--- config.mk ---
export PLATFORM = sky130hd
export DESIGN_NAME = mem_port_arbiter
export DESIGN_NICKNAME = d
export VERILOG_FILES = /design/src/rtl/mem_arb_pkg.sv /design/src/rtl/mem_arb_pick.sv /design/src/rtl/mem_port_arbiter.sv
export SDC_FILE = /design/constraint.sdc
export NUM_CORES = 1
export LEC_CHECK = 0
export CAP_MARGIN = 40
export CELL_PAD_IN_SITES_DETAIL_PLACEMENT = 2
export CELL_PAD_IN_SITES_GLOBAL_PLACEMENT = 2
export CORE_MARGIN = 2
export CORE_UTILIZATION = 23
export DETAILED_ROUTE_END_ITERATION = 8
export GPL_TIMING_DRIVEN = 0
export PLACE_DENSITY_LB_ADDON = 0.08
export RECOVER_POWER = 100
export SLEW_MARGIN = 10
export SYNTH_ARGS = -nofsm -noshare
export SYNTH_HDL_FRONTEND = slang
export SYNTH_SLANG_ARGS = --single-unit
--- constraint.sdc ---
create_clock -name clk -period 1.7 [get_ports clk]
set_input_delay 0.34 -clock clk [delete_from_list [all_inputs] [get_ports clk]]
set_output_delay 0.34 -clock clk [all_outputs]
set_load 0.05 [all_outputs]
--- src/rtl/mem_arb_pkg.sv ---
// Shared types and defaults for the IF/DM memory port arbiter.
package mem_arb_pkg;

  typedef enum logic [1:0] {IDLE, ACCESS, RESP} arb_state_t;
  typedef enum logic {OWN_IF, OWN_DM} owner_t;

  localparam int MEM_LAT_DEF    = 2;
  localparam int STARVE_MAX_DEF = 3;

  // Counter width able to hold 0..n, never narrower than one bit.
  function automatic int cnt_w(input int n);
    return (n < 2) ? 1 : $clog2(n + 1);
  endfunction

endpackage

--- src/rtl/mem_arb_pick.sv ---
// Winner selection between IF and DM plus the saturating IF-starvation counter.
// DM wins by default; IF wins when DM is idle or IF has been passed over
// STARVE_MAX times in a row.
module mem_arb_pick
  import mem_arb_pkg::*;
#(
  parameter int STARVE_MAX = STARVE_MAX_DEF
) (
  input  logic   clk,
  input  logic   rst,
  input  logic   if_req,
  input  logic   dm_req,
  input  logic   grant,
  output owner_t winner
);

  localparam int SW = cnt_w(STARVE_MAX);

  logic [SW-1:0] starve_cnt;

  assign winner = (if_req && (!dm_req || starve_cnt == SW'(STARVE_MAX))) ? OWN_IF : OWN_DM;

  // Count DM grants that bypass a waiting IF; any other grant restarts the count.
  always_ff @(posedge clk or negedge rst) begin
    if (!rst)
      starve_cnt <= '0;
    else if (grant) begin
      if (winner == OWN_IF || !if_req)
        starve_cnt <= '0;
      else if (starve_cnt != SW'(STARVE_MAX))
        starve_cnt <= starve_cnt + 1'b1;
    end
  end

endmodule

--- src/rtl/mem_port_arbiter.sv ---
// Shares one 16-bit single-port memory between instruction fetch (IF) and
// data memory (DM). One access at a time: grant in IDLE, hold the memory for
// MEM_LAT cycles in ACCESS, pulse done in RESP.
// Optional macro ARB_ALIGN_CHK_EN: odd addresses are rejected with an err pulse
// instead of touching memory.
module mem_port_arbiter
  import mem_arb_pkg::*;
#(
  parameter int ADDR_WIDTH = 16,
  parameter int MEM_LAT    = MEM_LAT_DEF,
  parameter int STARVE_MAX = STARVE_MAX_DEF
) (
  input  logic                  clk,
  input  logic                  rst,
  input  logic                  if_req,
  input  logic [ADDR_WIDTH-1:0] if_addr,
  output logic [15:0]           if_rdata,
  output logic                  if_done,
  output logic                  if_stall,
  input  logic                  dm_req,
  input  logic                  dm_wr,
  input  logic [ADDR_WIDTH-1:0] dm_addr,
  input  logic [15:0]           dm_wdata,
  output logic [15:0]           dm_rdata,
  output logic                  dm_done,
  output logic                  dm_stall,
  output logic                  mem_enable,
  output logic                  mem_wr,
  output logic [ADDR_WIDTH-1:0] mem_addr,
  output logic [15:0]           mem_data_in,
  input  logic [15:0]           mem_data_out,
  output logic                  err
);

  localparam int LW = cnt_w(MEM_LAT);

  arb_state_t            state, state_nx;
  owner_t                own, winner;
  logic [ADDR_WIDTH-1:0] a_addr, win_addr;
  logic                  a_wr;
  logic [15:0]           a_wdata;
  logic [LW-1:0]         lat_cnt;
  logic                  grant, last, mis;

  mem_arb_pick #(.STARVE_MAX(STARVE_MAX)) u_pick (
    .clk    (clk),
    .rst    (rst),
    .if_req (if_req),
    .dm_req (dm_req),
    .grant  (grant),
    .winner (winner)
  );

  assign win_addr = (winner == OWN_IF) ? if_addr : dm_addr;
  assign last     = (state == ACCESS) && (lat_cnt == '0);

`ifdef ARB_ALIGN_CHK_EN
  logic a_err;
  assign mis = win_addr[0];
  assign err = (state == RESP) && a_err;

  // Remember whether the granted access was rejected for misalignment.
  always_ff @(posedge clk or negedge rst) begin
    if (!rst)       a_err <= 1'b0;
    else if (grant) a_err <= mis;
  end
`else
  assign mis = 1'b0;
  assign err = 1'b0;
`endif

  // Next state and grant decision; requests are only sampled in IDLE.
  always_comb begin
    state_nx = state;
    grant    = 1'b0;
    case (state)
      IDLE:    if (if_req || dm_req) begin
                 grant    = 1'b1;
                 state_nx = mis ? RESP : ACCESS;
               end
      ACCESS:  if (last) state_nx = RESP;
      RESP:    state_nx = IDLE;
      default: state_nx = IDLE;
    endcase
  end

  // Memory-side and requester-side outputs decoded from the registered state.
  always_comb begin
    mem_enable  = (state == ACCESS);
    mem_wr      = last && a_wr;
    mem_addr    = mem_enable ? (a_addr & ~ADDR_WIDTH'(1)) : '0;
    mem_data_in = mem_enable ? a_wdata : '0;
    if_done     = (state == RESP) && (own == OWN_IF);
    dm_done     = (state == RESP) && (own == OWN_DM);
    if_stall    = if_req && !if_done;
    dm_stall    = dm_req && !dm_done;
  end

  // State register.
  always_ff @(posedge clk or negedge rst) begin
    if (!rst) state <= IDLE;
    else      state <= state_nx;
  end

  // Latch the granted request and run the hold-time counter.
  always_ff @(posedge clk or negedge rst) begin
    if (!rst) begin
      own     <= OWN_IF;
      a_addr  <= '0;
      a_wr    <= 1'b0;
      a_wdata <= '0;
      lat_cnt <= '0;
    end else if (grant) begin
      own     <= winner;
      a_addr  <= win_addr;
      a_wr    <= (winner == OWN_DM) && dm_wr;
      a_wdata <= (winner == OWN_DM) ? dm_wdata : '0;
      lat_cnt <= LW'(MEM_LAT - 1);
    end else if (state == ACCESS && lat_cnt != '0) begin
      lat_cnt <= lat_cnt - 1'b1;
    end
  end

  // Per-port read data: captured on the final ACCESS cycle of a read only.
  always_ff @(posedge clk or negedge rst) begin
    if (!rst) begin
      if_rdata <= '0;
      dm_rdata <= '0;
    end else if (last && !a_wr) begin
      if (own == OWN_IF) if_rdata <= mem_data_out;
      else               dm_rdata <= mem_data_out;
    end
`ifdef ARB_ALIGN_CHK_EN
    else if (grant && mis) begin
      if (winner == OWN_IF) if_rdata <= '0;
      else                  dm_rdata <= '0;
    end
`endif
  end

endmodule

After elaboration in Yosys (flattened, before gate mapping). Cells that the tools add are included.

Add/subtract/negate cells: 2. Equal/unequal tests: 6. Reduce and logical (&&, ||, !) cells: 27. Bitwise operators: 1. Muxes and demuxes: 14.

Operator list (count): 16-bit 2-to-1 mux (4); 2-bit 2-to-1 mux (6); 1-bit logical AND (10); 2-bit AND reduction (4); 2-bit nonzero test (3); 1-bit zero test (5); 2-bit == test (second input constant) (2); 2-bit zero test (2); 2-bit != test (second input constant) (2); 2-bit case mux with 2 select lines (1); 1-bit logical OR (3); 1-bit 2-to-1 mux (3); 2-bit by 1-bit adder with 2-bit output (second input constant) (1); 2-bit by 1-bit == test with 1-bit output (second input constant) (1); 2-bit by 1-bit != test with 1-bit output (second input constant) (1); 2-bit by 1-bit subtractor with 2-bit output (second input constant) (1); 1-bit inverter (1).

Output and inout port bits: 71. Logic and storage cells: 59. Bits in registers: 72.

Logic depth before layout (Yosys ltp).
Depth in word-level cells: 6. Gate-level depth with buffers: 7. Gate-level depth less buffers: 5.

By module. From an unflattened synthesis, not the netlist that was laid out.

Cell total of the unflattened synthesis: 264. Area, all modules: 3398.3 µm².

Modules (own cells, without submodules): mem_port_arbiter (instances 1, area an instance 3271.9 µm², cells an instance 252, sequential area each 1726.7 µm²); mem_arb_pick (instances 1, area an instance 126.4 µm², cells an instance 12, sequential area each 50.0 µm²).

Worst setup path before layout. OpenSTA, ideal clock, no wires.

Path type: reg2out. Start: reg own. End: out if_stall. Arrival time: 2.253 ns. Path buffers: 0. Setup slack: -0.893 ns. Stages on the path, launching flop included: 3. Data required time: 1.360 ns. Cell sequence: dfrtp_1 > nor3b_1 > nor2_1.

Word-level cells in the longest chain between the ends: 4.

Ends and longest elaborated chain: start, declared (RTL line mem_port_arbiter.sv:38) `owner_t own, winner;`; start signal, assigned (RTL line mem_port_arbiter.sv:114) `own <= winner;`; 1-bit inverter (no line); 1-bit logical AND (RTL line mem_port_arbiter.sv:93) `if_done = (state == RESP) && (own == OWN_IF);`; via if_done (RTL line mem_port_arbiter.sv:18) `output logic if_done,`; 1-bit zero test (RTL line mem_port_arbiter.sv:95) `if_stall = if_req && !if_done;`; 1-bit logical AND (RTL line mem_port_arbiter.sv:95); end, declared (RTL line mem_port_arbiter.sv:19) `output logic if_stall,`.

The timed path passes the listed nets, and every way through them passes these cells.

Final worst setup path.
Start: reg state[1]. End: out mem_addr[5].

Word-level cells in the longest chain between the ends: 2.

Ends and longest elaborated chain: start, declared (RTL line mem_port_arbiter.sv:37) `arb_state_t state, state_nx;`; start signal, assigned (RTL line mem_port_arbiter.sv:102) `else state <= state_nx;`; 2-bit by 1-bit == test with 1-bit output (RTL line mem_port_arbiter.sv:89) `mem_enable = (state == ACCESS);`; 16-bit 2-to-1 mux (RTL line mem_port_arbiter.sv:91) `mem_addr = mem_enable ? (a_addr & ~ADDR_WIDTH'(1)) : '0;`; end, declared (RTL line mem_port_arbiter.sv:29) `output logic [ADDR_WIDTH-1:0] mem_addr,`.

No other way between the ends.

==> flow_metrics.py <==
metrics = {
    "synthesis": {
        "postSynthAreaPerCell_um2": 12.0,
        "yosys.area_share.simple_pct": 13.3,
        "yosys.area.top_type": "dfrtp_1",
        "synth.most_common_cell": "dfrtp_1",
        "synth_top_family_by_area": "compound AO/OA/AOI/OAI gates",
        "synthMuxAreaShare_pct": 11.6,
        "synth_edf_count": 0,
        "synth_xor_area_share_pct": 0.275,
        "synth_area_leaders": "dfrtp_1 (56%), mux2_2 (11%), and2_1 (6.5%)",
        "synthCells": 266,
        "ys_warn_count": 0,
        "ys_top_cells_by_count": "dfrtp_1 (71), and2_1 (33), mux2_2 (31), a22o_1 (17), nand3_1 (16)",
        "async_flop_share_pct": 100,
        "yosys_most_used_dff": "dfrtp_1",
        "synth_top_area_share_pct": 55.7,
        "synth_cell_type_count": 36,
        "ys_seq_area_share_pct": 55.7,
        "synth_compound_area_share_pct": 13.5,
        "netlist_area_um2": 3190,
        "synthAdderAreaFrac_pct": 0.784,
        "synth_seq_cells": 71,
    },
    "drt": {
        "postRouteAntennaNets": 0,
        "first_pass_iters": 4,
        "wl_per_cell_um": 18.5,
        "drt_iter0_drc": 97,
        "vias": 2759,
        "viasPerCell": 4.48,
        "routed_wirelength_um": 11400,
        "drcViolationCount": 0,
    },
    "clock_tree": {
        "clockBufferDepth": 2,
        "clkTransAtPathRegs_ns": 0.06,
        "cts_root_buf": "clkbuf_16",
        "cts_tree": "built",
        "clock_sinks": 71,
        "htree_levels": 3,
        "worstSkewPairLatency_ns": 0.34,
        "cts_buffers": 9,
    },
    "final_layout": {
        "area_growth_pct": 75.9,
        "final_nets": 503,
        "final_util_pct": 40.9,
        "drive_above_1_share_pct": 38.8,
        "fin_area_um2": 5610,
        "antennaDiodeCount": 0,
    },
    "power_and_ir_drop": {
        "total_leakage_power_nw": 2.51,
        "ir_worst_vdd_v": 0.000878,
        "power_density_nw_per_um2": 2390,
        "intPower_mw": 7.21,
        "p_sw_share_pct": 46.2,
        "pwr-share-clk_pct": 12.7,
        "p_seq_share_pct": 22.5,
        "comb_power_share_pct": 64.8,
        "p_switching_mw": 6.19,
    },
    "global_routing": {
        "grt_remaining_overflow": 0,
        "antenna_found_initial": 0,
        "grt_max_degree": 48,
        "grt_pass1_vias": 3216,
        "grt_pass1_wl_um": 18200,
        "grtUsageTotal_pct": 16.3,
    },
    "floorplanning": {
        "rows": 43,
        "coreArea_um2": 13700,
        "die_w_um": 122,
        "die-area_um2": 14800,
        "fp.dieH_um": 122,
        "ios": 140,
        "start_util_pct": 23.3,
    },
    "worst_setup_path": {
        "cp_top_family": "buffers and inverters",
        "critPathRequiredTime_ns": 1.36,
        "startpoint": "state[1]",
        "cp_num_cells": 5,
        "criticalPathCategory": "register to primary output",
        "critPathLaunchType": "register",
        "critPathMaxStageDelay_ns": 0.38,
        "cp.arrival_ns": 1.45,
        "ff2ff_setup_slack_ns": -0.08,
        "worstPathMaxFanout": 10,
        "crit_end": "mem_addr[5]",
        "critPathSlowestCell": "dfrtp_1",
        "worstPathCellList": "nand2b_4 > inv_8 > clkbuf_16 > and2_4 > buf_8",
        "end_kind": "primary output",
        "rr_endpoint": "if_rdata[0]",
        "worstReg2RegStart": "state[1]",
        "r2r_cells": 7,
        "cp_num_buf_inv": 3,
    },
    "placement": {
        "hpwlAfterDp_um": 7870,
        "gp_congestion": 0.768,
        "port_buffers": 134,
        "post_dp_cell_area_um2": 4820,
    },
    "sta": {
        "fin_crit_ns": 1.79,
        "timing.final.max_slew_violations": 0,
        "rsz0062_at_grt": "yes",
        "slew_headroom_pct": 56.0,
        "skew_ns": 0.00786,
        "final_hold_viol_count": 0,
        "worst_pin_slew_ns": 0.660,
        "fin_crit_sh_pct": 105,
        "worst_slack_ns": -0.0869,
        "setup_tns_ns": -3.13,
        "fmax_mhz": 560,
        "whs_ns": 0.303,
        "setup_viol": 49,
    },
    "run_status": {
        "violations": "setup timing",
        "status": "finished with violations",
    },
    "hold_path": {
        "holdPathStages": 3,
        "hold_class": "input port to register",
    },
    "flow_run": {
        "drv_cap": 0,
    },
}
layout by cell type, fill, tap and decap left out, types with 3 or more instances in the layout:
cell	Yosys	routed
nand3_1	16	16
a21oi_1	15	15
clkbuf_2	0	4
and2_2	0	3
buf_6	5	17
clkdlybuf4s50_1	0	63
a31oi_1	15	15
dlygate4sd2_1	0	32
mux2_2	31	15
and2_4	0	28
mux2_4	0	16
buf_8	0	32
o21ai_0	15	15
clkbuf_16	0	11
a22o_1	17	17
dfrtp_1	71	69
buf_4	2	15
clkinv_2	0	3
cells by family after synthesis:
kind of cell               after synthesis
DFF                                     71
other                                    1
buffers and inverters                   26
and+or+nand+nor                         65
adders and majority gates                2
xor gates and xnor gates                 1
muxes                                   33
AOI/OAI and AO/OA                       67
worst min-delay path: stages:
cell and delay, ns:
buf_6 0.12, nand3_1 0.06, a31oi_1 0.08
timing repair:
action                                  4_1_cts  5_1_grt
gates resized for setup                     384       27
pin swaps                                    16        7
setup buffers                                12        4
gates cloned                                  3        0
hold buffers                                  1        0
endpoints found under the hold margin        24        0
endpoints found under the setup margin      125       78
power groups by stage:
| stage | clock, mW | combinational, mW | sequential [mW] |
|---|---|---|---|
| after CTS | 1.78 | 8.52 | 3.00 |
| after global routing | 1.85 | 9.19 | 3.12 |
| final | 1.71 | 8.68 | 3.01 |
| after floorplan | 0 | 3.42 | 4.31 |
| after global placement | 0 | 7.15 | 2.99 |
| after detailed placement | 0 | 7.25 | 3.04 |
registers in the layout, summed over array words and instances (netlist names):
signal             count
a_wdata               16
dm_rdata              16
if_rdata              16
a_addr                15
lat_cnt                2
state                  2
u_pick.starve_cnt      2
a_wr                   1
own                    1
routing by layer:
layer	vias to the layer above	part of all wire (%)	routed length (µm)	GRT usage [%]
met5	-	0	0	0
met4	0	1.6	186	6.25
met3	13	5.6	639	4.49
met2	78	49	5560	25.5
met1	1388	44	5040	21.5
li1	1280	-	-	-
through the flow:
| step | total power, mW | setup slack [ns] | cells |
|---|---|---|---|
| final | 13.4 | -0.0869 | 616 |
| after global routing | 14.2 | -0.140 | 616 |
| after CTS | 13.3 | -0.115 | 613 |
| after detailed placement | 10.3 | -0.924 | 582 |
| after global placement | 10.1 | -2.54 | 581 |
| after floorplan | 7.74 | -0.0175 | 267 |
area by class of cell:
type	instances	area, µm²
clock buffers	9	225
well taps	180	225
repair buffers	154	1660
plain buffers	20	203
fillers	1431	8110
repair inverters	1	8.76
clock inverters	6	38.8
inverters	5	26.3
multi-input cells	170	1450
flip-flops and latches	71	1780
worst min-delay path by stage:
stage                     slack [ns]    startpoint            to
final                           0.30        if_req     a_addr[4]
after global routing            0.31        if_req     a_addr[4]
after CTS                       0.29        if_req     a_addr[4]
after detailed placement        0.29           rst     a_addr[2]
after global placement          0.48  dm_rdata[13]  dm_rdata[13]
after floorplan                 0.04           rst    a_addr[10]
Note: power is estimated with default switching activity, not from simulation.
